`src/rtl/frame_buffer_writer.sv`:
```
// frame_buffer_writer: packs captured bytes into per-block words and writes one word row per strobe
// Ports:
//   I_clka, I_rst_n           write clock, async active-low reset
//   I_frame_start             pulse; the next valid byte (same cycle included) is byte 0
//   I_byte_valid, I_byte      byte stream, no backpressure
//   O_ada_flat, O_din_flat    row address replicated per block, packed words per block
//   O_clk_data_in             one-cycle write strobe
//   O_swap_trigger            SWAP_LEN-cycle pulse after the last row of a frame
//   O_busy, O_frame_abort     frame in progress, restart of an incomplete frame
module frame_buffer_writer #(
  parameter int BYTES_PER_BLOCK = 2250,
  parameter int BANK_COUNT = 6,
  parameter int BLOCK_COUNT = 2,
  parameter int DATA_WIDTH_A = 32,
  parameter int FRAME_WORDS = (BYTES_PER_BLOCK * 8) / DATA_WIDTH_A,
  parameter int ADDR_W = $clog2(FRAME_WORDS),
  parameter int SWAP_LEN = 4
) (
  input  logic I_clka,
  input  logic I_rst_n,
  input  logic I_frame_start,
  input  logic I_byte_valid,
  input  logic [7:0] I_byte,
  output logic [BANK_COUNT*BLOCK_COUNT*ADDR_W-1:0] O_ada_flat,
  output logic [BANK_COUNT*BLOCK_COUNT*DATA_WIDTH_A-1:0] O_din_flat,
  output logic O_clk_data_in,
  output logic O_swap_trigger,
  output logic O_busy,
  output logic O_frame_abort
);
  localparam int NB = BANK_COUNT * BLOCK_COUNT;
  localparam int L = DATA_WIDTH_A / 8;
  localparam int LW = (L > 1) ? $clog2(L) : 1;
  localparam int BW = (NB > 1) ? $clog2(NB) : 1;
  localparam int SW = $clog2(SWAP_LEN + 2);
  typedef enum logic {IDLE, FILL} state_t;
  state_t state_q, state_d;
  logic [LW-1:0] lane_q, lane_d, lane_e;
  logic [BW-1:0] blk_q, blk_d, blk_e;
  logic [ADDR_W-1:0] row_q, row_d, row_e;
  logic [NB*DATA_WIDTH_A-1:0] stg_q, stg_d;
  logic [SW-1:0] sc_q;
  logic accept, commit, last;
  // A frame start in the same cycle makes this byte byte 0, so the effective
  // position is taken from zeroed counters.
  always_comb begin
    lane_e = I_frame_start ? '0 : lane_q;
    blk_e = I_frame_start ? '0 : blk_q;
    row_e = I_frame_start ? '0 : row_q;
    accept = I_byte_valid && (I_frame_start || state_q == FILL);
    commit = accept && lane_e == LW'(L - 1) && blk_e == BW'(NB - 1);
    last = commit && row_e == ADDR_W'(FRAME_WORDS - 1);
    stg_d = stg_q;
    if (accept) stg_d[(int'(blk_e) * L + int'(lane_e)) * 8 +: 8] = I_byte;
    lane_d = !accept ? lane_e : (lane_e == LW'(L - 1)) ? '0 : lane_e + 1'b1;
    blk_d = (!accept || lane_e != LW'(L - 1)) ? blk_e : (blk_e == BW'(NB - 1)) ? '0 : blk_e + 1'b1;
    row_d = last ? '0 : commit ? row_e + 1'b1 : row_e;
    state_d = last ? IDLE : I_frame_start ? FILL : state_q;
  end
  always_ff @(posedge I_clka or negedge I_rst_n) begin
    if (!I_rst_n) begin
      state_q <= IDLE;
      lane_q <= '0;
      blk_q <= '0;
      row_q <= '0;
      stg_q <= '0;
      sc_q <= '0;
      O_ada_flat <= '0;
      O_din_flat <= '0;
      O_clk_data_in <= 1'b0;
      O_frame_abort <= 1'b0;
    end else begin
      state_q <= state_d;
      lane_q <= lane_d;
      blk_q <= blk_d;
      row_q <= row_d;
      stg_q <= stg_d;
      O_clk_data_in <= commit;
      O_frame_abort <= I_frame_start && state_q == FILL;
      if (commit) begin
        O_din_flat <= stg_d;
        O_ada_flat <= {NB{row_e}};
      end
      sc_q <= last ? SW'(SWAP_LEN + 1) : (sc_q != '0) ? sc_q - 1'b1 : sc_q;
    end
  end
  // Counter loads SWAP_LEN+1 so the pulse starts one cycle after the final strobe.
  assign O_swap_trigger = sc_q != '0 && sc_q <= SW'(SWAP_LEN);
  assign O_busy = state_q == FILL;
endmodule

```
`config.mk`:
```
export PLATFORM = sky130hd
export DESIGN_NAME = frame_buffer_writer
export DESIGN_NICKNAME = d
export VERILOG_FILES = /design/src/rtl/frame_buffer_writer.sv
export SDC_FILE = /design/constraint.sdc
export NUM_CORES = 1
export LEC_CHECK = 0
export BUFFER_PORTS_ARGS = -buffer_cell sky130_fd_sc_hd__buf_4
export CORE_ASPECT_RATIO = 1.25
export CORE_UTILIZATION = 52
export CTS_CLUSTER_DIAMETER = 60
export DETAILED_ROUTE_END_ITERATION = 12
export PLACE_DENSITY_LB_ADDON = 0.08
export SLEW_MARGIN = 10
export SYNTH_ARGS = -nofsm -noshare
export SYNTH_HDL_FRONTEND = slang
export SYNTH_SLANG_ARGS = --single-unit
export TNS_END_PERCENT = 100
```
`constraint.sdc`:
```
create_clock -name I_clka -period 3.22 [get_ports I_clka]
set_clock_uncertainty 0.05 [all_clocks]
set_input_delay 0.644 -clock I_clka [delete_from_list [all_inputs] [get_ports I_clka]]
set_output_delay 0.644 -clock I_clka [all_outputs]
set_load 0.005 [all_outputs]
```
After elaboration in Yosys (flattened, before gate mapping) --
Cells that the tools add are included.
Word-level totals: logic and storage cells 50, register bits 910
Operators by class: shifts and indexed selects 2, order comparisons 1, mux-type cells 15, reduce and logical (&&, ||, !) cells 12, add/subtract/negate cells 6, equal/unequal tests 4
Operators by type and width (count):
- $bwmux 384 | 1
- $mux 384 | 1
- $shift 8x33->384 const A | 1
- $shiftx 8x33->384 | 1
- $neg 10->33 | 1
- $mux 10 | 3
- $mux 4 | 3
- $add 10x1->10 const B | 1
- $eq 10x10->1 const B | 1
- $add 6x2->7 | 1
- $logic_and 1x1->1 | 6
- $mux 2 | 3
- $mux 3 | 2
- $add 4x1->4 const B | 1
- $eq 4x4->1 const B | 1
- $reduce_bool 2->1 | 2
- $le 3x3->1 const B | 1
- $reduce_bool 3->1 | 1
- $sub 3x1->3 const B | 1
- $add 2x1->2 const B | 1
- $eq 2x2->1 const B | 1
- $logic_or 1x1->1 | 2
- $mux 1 | 2
- $ne 2x2->1 const B | 1
- $logic_not 1->1 | 1

Longest topological paths before layout --
Gate-level depths: netlist of the first run.
word-level depth 6, mapped depth 16, mapped depth without buffers 9

Worst setup path after synthesis of the first run --
No wires, ideal clock.
path type input-to-reg, from input port I_frame_start, to register stg_q[62], path slack -0.873 ns, stages on the path 15, data required time 3.045 ns, data arrival time 3.919 ns, library setup time 0.125 ns, cell sequence clkbuf_1 > buf_2 > clkbuf_1 > clkbuf_1 > nand2b_1 > ha_1 > buf_2 > nand2_1 > xor2_1 > buf_1 > or3_1 > clkbuf_1 > nor2_1 > buf_2 > mux2_2
Between the ends: cells in the longest elaborated chain, start to end 6, elaborated cells between the ends (all ways) 10, classes of those cells add/sub: 2; shift: 2; mux: 4; reduce/logical: 2
RTL lines:
- start, declared | RTL line 21 | input logic I_frame_start,
- $mux 2 / $mux 4 (equally long branches) | RTL line 47, 48
- $add 6x2->7 | RTL line 54 | if (accept) stg_d[(int'(blk_e) * L + int'(lane_e)) * 8 +: 8] = I_byte;
- $neg 10->33 | RTL line 54
- $shiftx 8x33->384 / $shift 8x33->384 (equally long branches) | RTL line 54
- $bwmux 384 | RTL line 54
- $mux 384 (*) | RTL line 54
- via stg_d[62] | RTL line 41 | logic [NB*DATA_WIDTH_A-1:0] stg_q, stg_d;
- end signal, assigned | RTL line 77 | stg_q <= stg_d;
- end, declared | RTL line 41
The timed path passes the listed nets; every way through them passes the cells marked *. A chain may end at the register's enable or synchronous reset.

Final worst setup path of the first run --
from register lane_q[0], to register O_din_flat[137]
Between the ends: cells in the longest elaborated chain, start to end 6, elaborated cells between the ends (all ways) 10, classes of those cells add/sub: 2; eq/ne: 1; shift: 2; mux: 3; reduce/logical: 2
RTL lines:
- start, declared | RTL line 38 | logic [LW-1:0] lane_q, lane_d, lane_e;
- start signal, assigned | RTL line 74 | lane_q <= lane_d;
- $mux 2 (*) | RTL line 47 | lane_e = I_frame_start ? '0 : lane_q;
- $add 6x2->7 (*) | RTL line 54
- $neg 10->33 (*) | RTL line 54
- $shiftx 8x33->384 / $shift 8x33->384 (equally long branches) | RTL line 54
- $bwmux 384 (*) | RTL line 54
- $mux 384 (*) | RTL line 54
- via stg_d[137] | RTL line 41
- end signal, assigned | RTL line 81 | O_din_flat <= stg_d;
- end, declared | RTL line 25 | output logic [BANK_COUNT*BLOCK_COUNT*DATA_WIDTH_A-1:0] O_din_flat,
Marked as above.

==> flow_summary.yaml, run 1 <==
status:
  status: "complete, no violations"
layout:
  nets: 3940
  syn_to_final_growth_pct: 26.3
  diodes: 0
  drive_above_1_share_pct: 27.5
logic_synthesis:
  ys_async_sr_fraction_pct: 100
  syn_nets: 3472
  netlist_area_mm2: 0.0342
  synth_warnings: 0
  synth-seq-area-share_pct: 58.5
  syn_area_per_cell_um2: 9.92
  synth_edf_count: 0
  synth_ff_type: "dfrtp_1"
  synthDistinctLibCells: 65
  syn_inst: 3451
  synth-seq-cells: 800
cts:
  worstSkewPairLatency_ns: 0.65
  cts_max_level: 3
  cts_buffers: 80
  clk_pin_slew_ns: 0.06
  cts_tree: "yes"
  clockRootBuffer: "clkbuf_16"
  numClockSinks: 800
  cts_buffer_depth: 3
placement:
  hpwl_mm: 82.4
  port_buffers: 519
  gp_congestion: 0.898
  place_worst_setup_slack_ns: -0.140
power:
  p_switching_w: 0.00486
  switching_share_pct: 23.2
  intPower_w: 0.0161
  p_seq_share_pct: 48.3
  p_leak_nw: 22.0
  combPwrFrac_pct: 5.3
  pwr_density_cell_mw_per_mm2: 485
  irDropWorstVdd_mv: 0.379
  clkPwrFrac_pct: 46.4
worst_setup_path:
  critPathLaunchType: "flop"
  critPathRequiredTime_ns: 3.68
  crit_arrival_ns: 3.61
  crit_type: "flop to flop"
  cp-end-kind: "flop"
  crit_fanout: 7
floorplan:
  start_util_pct: 52.8
  boundaryPins: 520
  core_mm2: 0.0648
  die_x_um: 231
  die-area_mm2: 0.0669
  rows: 104
  die_y_um: 289
sta:
  max_freq_mhz: 317
  fin_crit_ns: 3.15
  hold_viol: 0
  final-setup-viol-count: 0
  worst_pin_slew_ns: 1.09
  rsz0062_at_grt: "true"
  slew_viol_final: 0
  maxSlewHeadroom_pct: 27.2
  fin_hold_ws_ns: 0.311
  setup_tns_ns: 0
  fin_ws_ns: 0.0692
  post-route-period-util_pct: 97.9
global_routing:
  grt_pass1_vias: 29187
  grt_max_degree: 104
  antenna_found_initial: 2
  track_usage_pct: 35.7
  grt-ovfl-total: 0
  grt_pass1_wl_mm: 179
route:
  drt.antenna.violating_nets: 0
  vias: 29444
  wl_per_cell_um: 24.8
  routed_wl_mm: 120
  drc_errors: 0
  drt_iter0_markers: 3176
  dr.pass1.iters: 6
  vias_per_cell: 6.10
worst_hold_path:
  min_path_type: "input pin to flop"
flow_run:
  cap_viol_max_count: 0
## worst max-delay path, cell delays in order, from the launching register on
cell	delay [ns]
dfrtp_1	0.39
or4_4	0.54
o21bai_1	0.14
ha_1	0.16
o211ai_1	0.14
a211o_2	0.43
nor4_4	0.37
buf_6	0.19
mux2_2	0.35
mux2_2	0.27
## cell families (layout without fill, tap and decap cells)
family                     count (synthesis)  count (layout)  synth area share (%)
and+or+nand+nor                         1339            1339                  17.9
DFF                                      800             800                  58.5
AOI/OAI and AO/OA                        756             756                  13.4
buffers and inverters                    433             959                  6.25
muxes                                    100             100                  3.27
xor gates and xnor gates                  14              14                 0.358
adders and majority gates                  9               9                 0.329
## area by class of cell
| cell class | instances | area [µm²] |
|---|---|---|
| clock buffers | 114 | 2320 |
| clock inverters | 26 | 407 |
| fillers | 5068 | 21600 |
| inverters | 22 | 90.1 |
| multi-input cells | 2218 | 12500 |
| flip-flops and latches | 800 | 20000 |
| well taps | 848 | 1060 |
| repair buffers | 797 | 6800 |
## per-stage QoR
stage          std cells  total power [W]  util [%]  cell area [µm²]
3_3_place_gp        4681           0.0114      62.4            40400
4_1_cts             4822           0.0211      66.6            43200
2_1_floorplan       3451           0.0107         -            34800
5_1_grt             4825           0.0216      66.7            43200
6_report            4825           0.0210      66.7            43200
3_5_place_dp        4681           0.0114      62.4            40400
## synthesized netlist by cell type, drive strengths merged, types with 30 or more instances
cell | instances | area [µm²]
a221o | 39 | 390
a21oi | 44 | 220
nor3 | 44 | 220
nand2 | 525 | 1970
buf | 183 | 1200
a31oi | 271 | 1700
nor2 | 354 | 1340
nand4 | 144 | 901
nand3 | 117 | 586
or3 | 36 | 225
clkbuf | 228 | 856
dfrtp | 800 | 20000
o211ai | 43 | 323
mux2 | 95 | 1070
o21ai | 321 | 1610
or4 | 30 | 229
## flip-flops by register name (all words and copies together) (netlist names)
register and count:
blk_q 4, stg_q 384, row_q 10, O_frame_abort 1, sc_q 3, O_ada_flat 10
O_clk_data_in 1, O_busy 1, lane_q 2, O_din_flat 384
## power groups by stage
stage               sequential [W]  clock [W]  combinational, W
CTS                         0.0101    0.00983           0.00111
global route                0.0101     0.0102           0.00119
global placement            0.0103          0           0.00109
finish                      0.0101    0.00973           0.00112
detailed placement          0.0103          0           0.00110
floorplan                   0.0103          0          0.000437
## cell usage in the layout (no fill, tap or decap), drive strengths merged, types with 44 or more instances in the layout
cell type / count
a21oi: 44
a31oi: 271
buf: 796
clkbuf: 114
dfrtp: 800
mux2: 95
nand2: 525
nand3: 117
nand4: 144
nor2: 354
nor3: 44
o21ai: 321
## final timing paths
path	start	endpoint	slack (ns)	cells past startpoint
hold reg to reg	stg_q[247]$_DFF_PN0_	stg_q[247]$_DFF_PN0_	0.41	2
setup reg to reg	lane_q[0]$_DFF_PN0_	O_din_flat[137]$_DFFE_PN0P_	0.07	9
setup / recovery	lane_q[0]$_DFF_PN0_	O_din_flat[137]$_DFFE_PN0P_	0.07	9
hold / removal	I_byte_valid	lane_q[0]$_DFF_PN0_	0.31	3
max in group asynchronous	I_rst_n	O_din_flat[49]$_DFFE_PN0P_	1.52	4
min in group asynchronous	I_rst_n	O_din_flat[159]$_DFFE_PN0P_	0.55	2
## repair_timing
action	in CTS	in global routing
pin swaps	0	3
hold buffers	1	0
gates resized for setup	2	8
hold endpoints to repair	58	0
endpoints found under the setup margin	6	63
setup buffers	0	3
## metal layers
layer	track usage [%]	share of wire, %	up-vias
li1	-	-	12982
met2	57.1	48	1485
met5	0	0	-
met3	6.81	8.3	306
met4	20.1	5.9	0
met1	45.7	38	14671
Power figures use the tool's default switching activity.
==> run 2, diff against run 1 <==
- CAP_MARGIN: unset -> 0
- SETUP_SLACK_MARGIN: unset -> 0.2
==> run 2 against run 1 <==
Effect of this change:
- largest cell class unchanged
- sequential share of layout area shrank 1.7 points
- combinational power grew 8%
- first-iteration DRC count down 2.7%
- global-route usage rose by 0.73 points
- clock power fell by 1%
- clock-buffer cell count grew 2
- die area did not move
==> flow_summary.yaml, run 2 (same netlist as run 1, synthesis figures left out) <==
status:
  status: "complete, no violations"
cts:
  clockRootBuffer: "clkbuf_16"
  cts_buffers: 80
  cts_buffer_depth: 3
  cts_tree: "yes"
  clk_pin_slew_ns: 0.06
  numClockSinks: 800
  worstSkewPairLatency_ns: 0.63
  cts_max_level: 3
floorplan:
  die_x_um: 231
  start_util_pct: 52.8
  core_mm2: 0.0648
  die-area_mm2: 0.0669
  boundaryPins: 520
  rows: 104
  die_y_um: 289
placement:
  hpwl_mm: 83.5
  placed_area_mm2: 0.0406
  port_buffers: 519
  gp_congestion: 0.907
sta:
  final-setup-viol-count: 0
  fin_crit_ns: 3.08
  maxSlewHeadroom_pct: 31.4
  max_freq_mhz: 325
  post-route-period-util_pct: 95.6
  worst_pin_slew_ns: 1.02
  hold_viol: 0
  rsz0062_at_grt: "true"
  slew_viol_final: 0
power:
  p_switching_w: 0.00498
  p_leak_nw: 22.7
  combPwrFrac_pct: 5.8
  intPower_w: 0.0160
  pwr_density_cell_mw_per_mm2: 467
  irDropWorstVdd_mv: 0.459
  clkPwrFrac_pct: 45.9
  finalPower_w: 0.0210
  switching_share_pct: 23.8
  p_seq_share_pct: 48.3
global_routing:
  grt-ovfl-total: 0
  track_usage_pct: 36.4
  antenna_found_initial: 2
  grt_max_degree: 118
  grt_pass1_wl_mm: 183
  grt_pass1_vias: 29210
flow_run:
  cap_viol_max_count: 0
layout:
  drive_above_1_share_pct: 31.7
  final_common_cell: "dfrtp_1"
  reg_top3: "O_din_flat: 384 flops, stg_q: 384 flops"
  diodes: 0
  fin_area_mm2: 0.0449
  fillers: 4957
  nets: 4002
  syn_to_final_growth_pct: 31.1
  final_cell_mix: "dfrtp_1 (800), buf_4 (747), nand2_1 (517)"
route:
  drc_errors: 0
  drt.antenna.violating_nets: 0
  dr.pass1.iters: 6
  vias_per_cell: 6.23
  wl_per_cell_um: 25.8
  vias: 30473
  routed_wl_mm: 126
  drt_iter0_markers: 3091
worst_setup_path:
  critPathTopFamily: "simple AND/OR/NAND/NOR gates"
  reg2regPathDepth: 9
  critPathLaunchType: "flop"
  regToRegSetupSlack_ns: 0.14
  cp-endpoint: "O_din_flat[248]$_DFFE_PN0P_"
  cp_num_buf_inv: 1
  path_depth: 9
  critPathRequiredTime_ns: 3.68
  regToRegEndpoint: "O_din_flat[248]$_DFFE_PN0P_"
  crit_arrival_ns: 3.54
  cp-end-kind: "flop"
  cp_common_cell: "mux2_4"
  critPathMaxStageDelay_ns: 0.55
  path_cells: "or4_4, o21bai_1, ha_1, o211ai_1, a211o_2, nor4_4, buf_4, mux2_4, mux2_4"
  crit_fanout: 5
  r2r-start: "lane_q[0]$_DFF_PN0_"
  crit_type: "flop to flop"
  critPathSlowestCell: "or4_4"
  crit_start: "lane_q[0]$_DFF_PN0_"
worst_hold_path:
  min_path_type: "input pin to flop"
==> run 2: changes by cell type in the layout (fill, tap and decap cells not counted), sizes merged <==
cell      previous run  this run
inv                 24        26
clkbuf             114       128
bufinv               8         4
buf                796       844
bufbuf               0         1
clkinvlp             4         2
clkinv              12        21
or3                 36        37
==> run 2: tightest hold or removal path, stage by stage <==
cell and delay, ns:
buf_4 0.12, o21ai_0 0.09, o21ai_0 0.07
==> run 2: worst min path at each step <==
stage	from	end	depth (start not counted)
finish	I_byte_valid	lane_q[0]$_DFF_PN0_	3
global route	I_byte_valid	lane_q[0]$_DFF_PN0_	3
CTS	I_byte_valid	lane_q[0]$_DFF_PN0_	3
detailed placement	stg_q[244]$_DFF_PN0_	stg_q[244]$_DFF_PN0_	2
global placement	stg_q[180]$_DFF_PN0_	stg_q[180]$_DFF_PN0_	2
floorplan	I_rst_n	O_ada_flat[109]$_DFFE_PN0P_	0
==> run 2: power groups by stage <==
stage | Sequential, W | Combinational [W] | Clock (W)
finish | 0.0101 | 0.00121 | 0.00962
global route | 0.0101 | 0.00128 | 0.0101
CTS | 0.0101 | 0.00114 | 0.00970
detailed placement | 0.0103 | 0.00110 | 0
global placement | 0.0103 | 0.00109 | 0
floorplan | 0.0103 | 0.000436 | 0
==> run 2: layout make-up <==
class                           instances  area [µm²]  area share (%)
Multi-Input combinational cell       2219       13200            29.5
Sequential cell                       800       20000            44.6
Clock inverter                         31         325           0.725
Timing Repair Buffer                  858        7760            17.3
Tap cell                              848        1060            2.36
Clock buffer                          116        2390            5.32
Inverter                               22        90.1           0.201
==> run 2: timing repair <==
action	CTS	global route
buffers inserted	10	20
gates cloned	5	12
pin swaps	15	48
hold buffers	1	0
hold endpoints to repair	23	0
endpoints found under the setup margin	275	433
resized for setup	33	291
==> run 2: routing by layer <==
layer	track usage (%)	vias up	part of all wire [%]
li1	-	13160	-
met1	48.0	15406	39
met2	57.5	1585	47
met3	6.67	322	8.1
met4	19.3	0	5.6
met5	0	-	0
==> run 2: per-stage QoR <==
stage	cells	util, %	hold WS [ns]	worst slack [ns]	TNS [ns]
after global routing	4894	69.2	0.318	0.00797	0
final	4894	69.2	0.282	0.143	0
after CTS	4862	67.4	0.255	0.140	0
after detailed placement	4699	62.7	0.405	-0.175	-5.03
after floorplan	3451	-	0.298	-0.522	-60.50
after global placement	4699	62.7	0.394	-0.182	-4.01
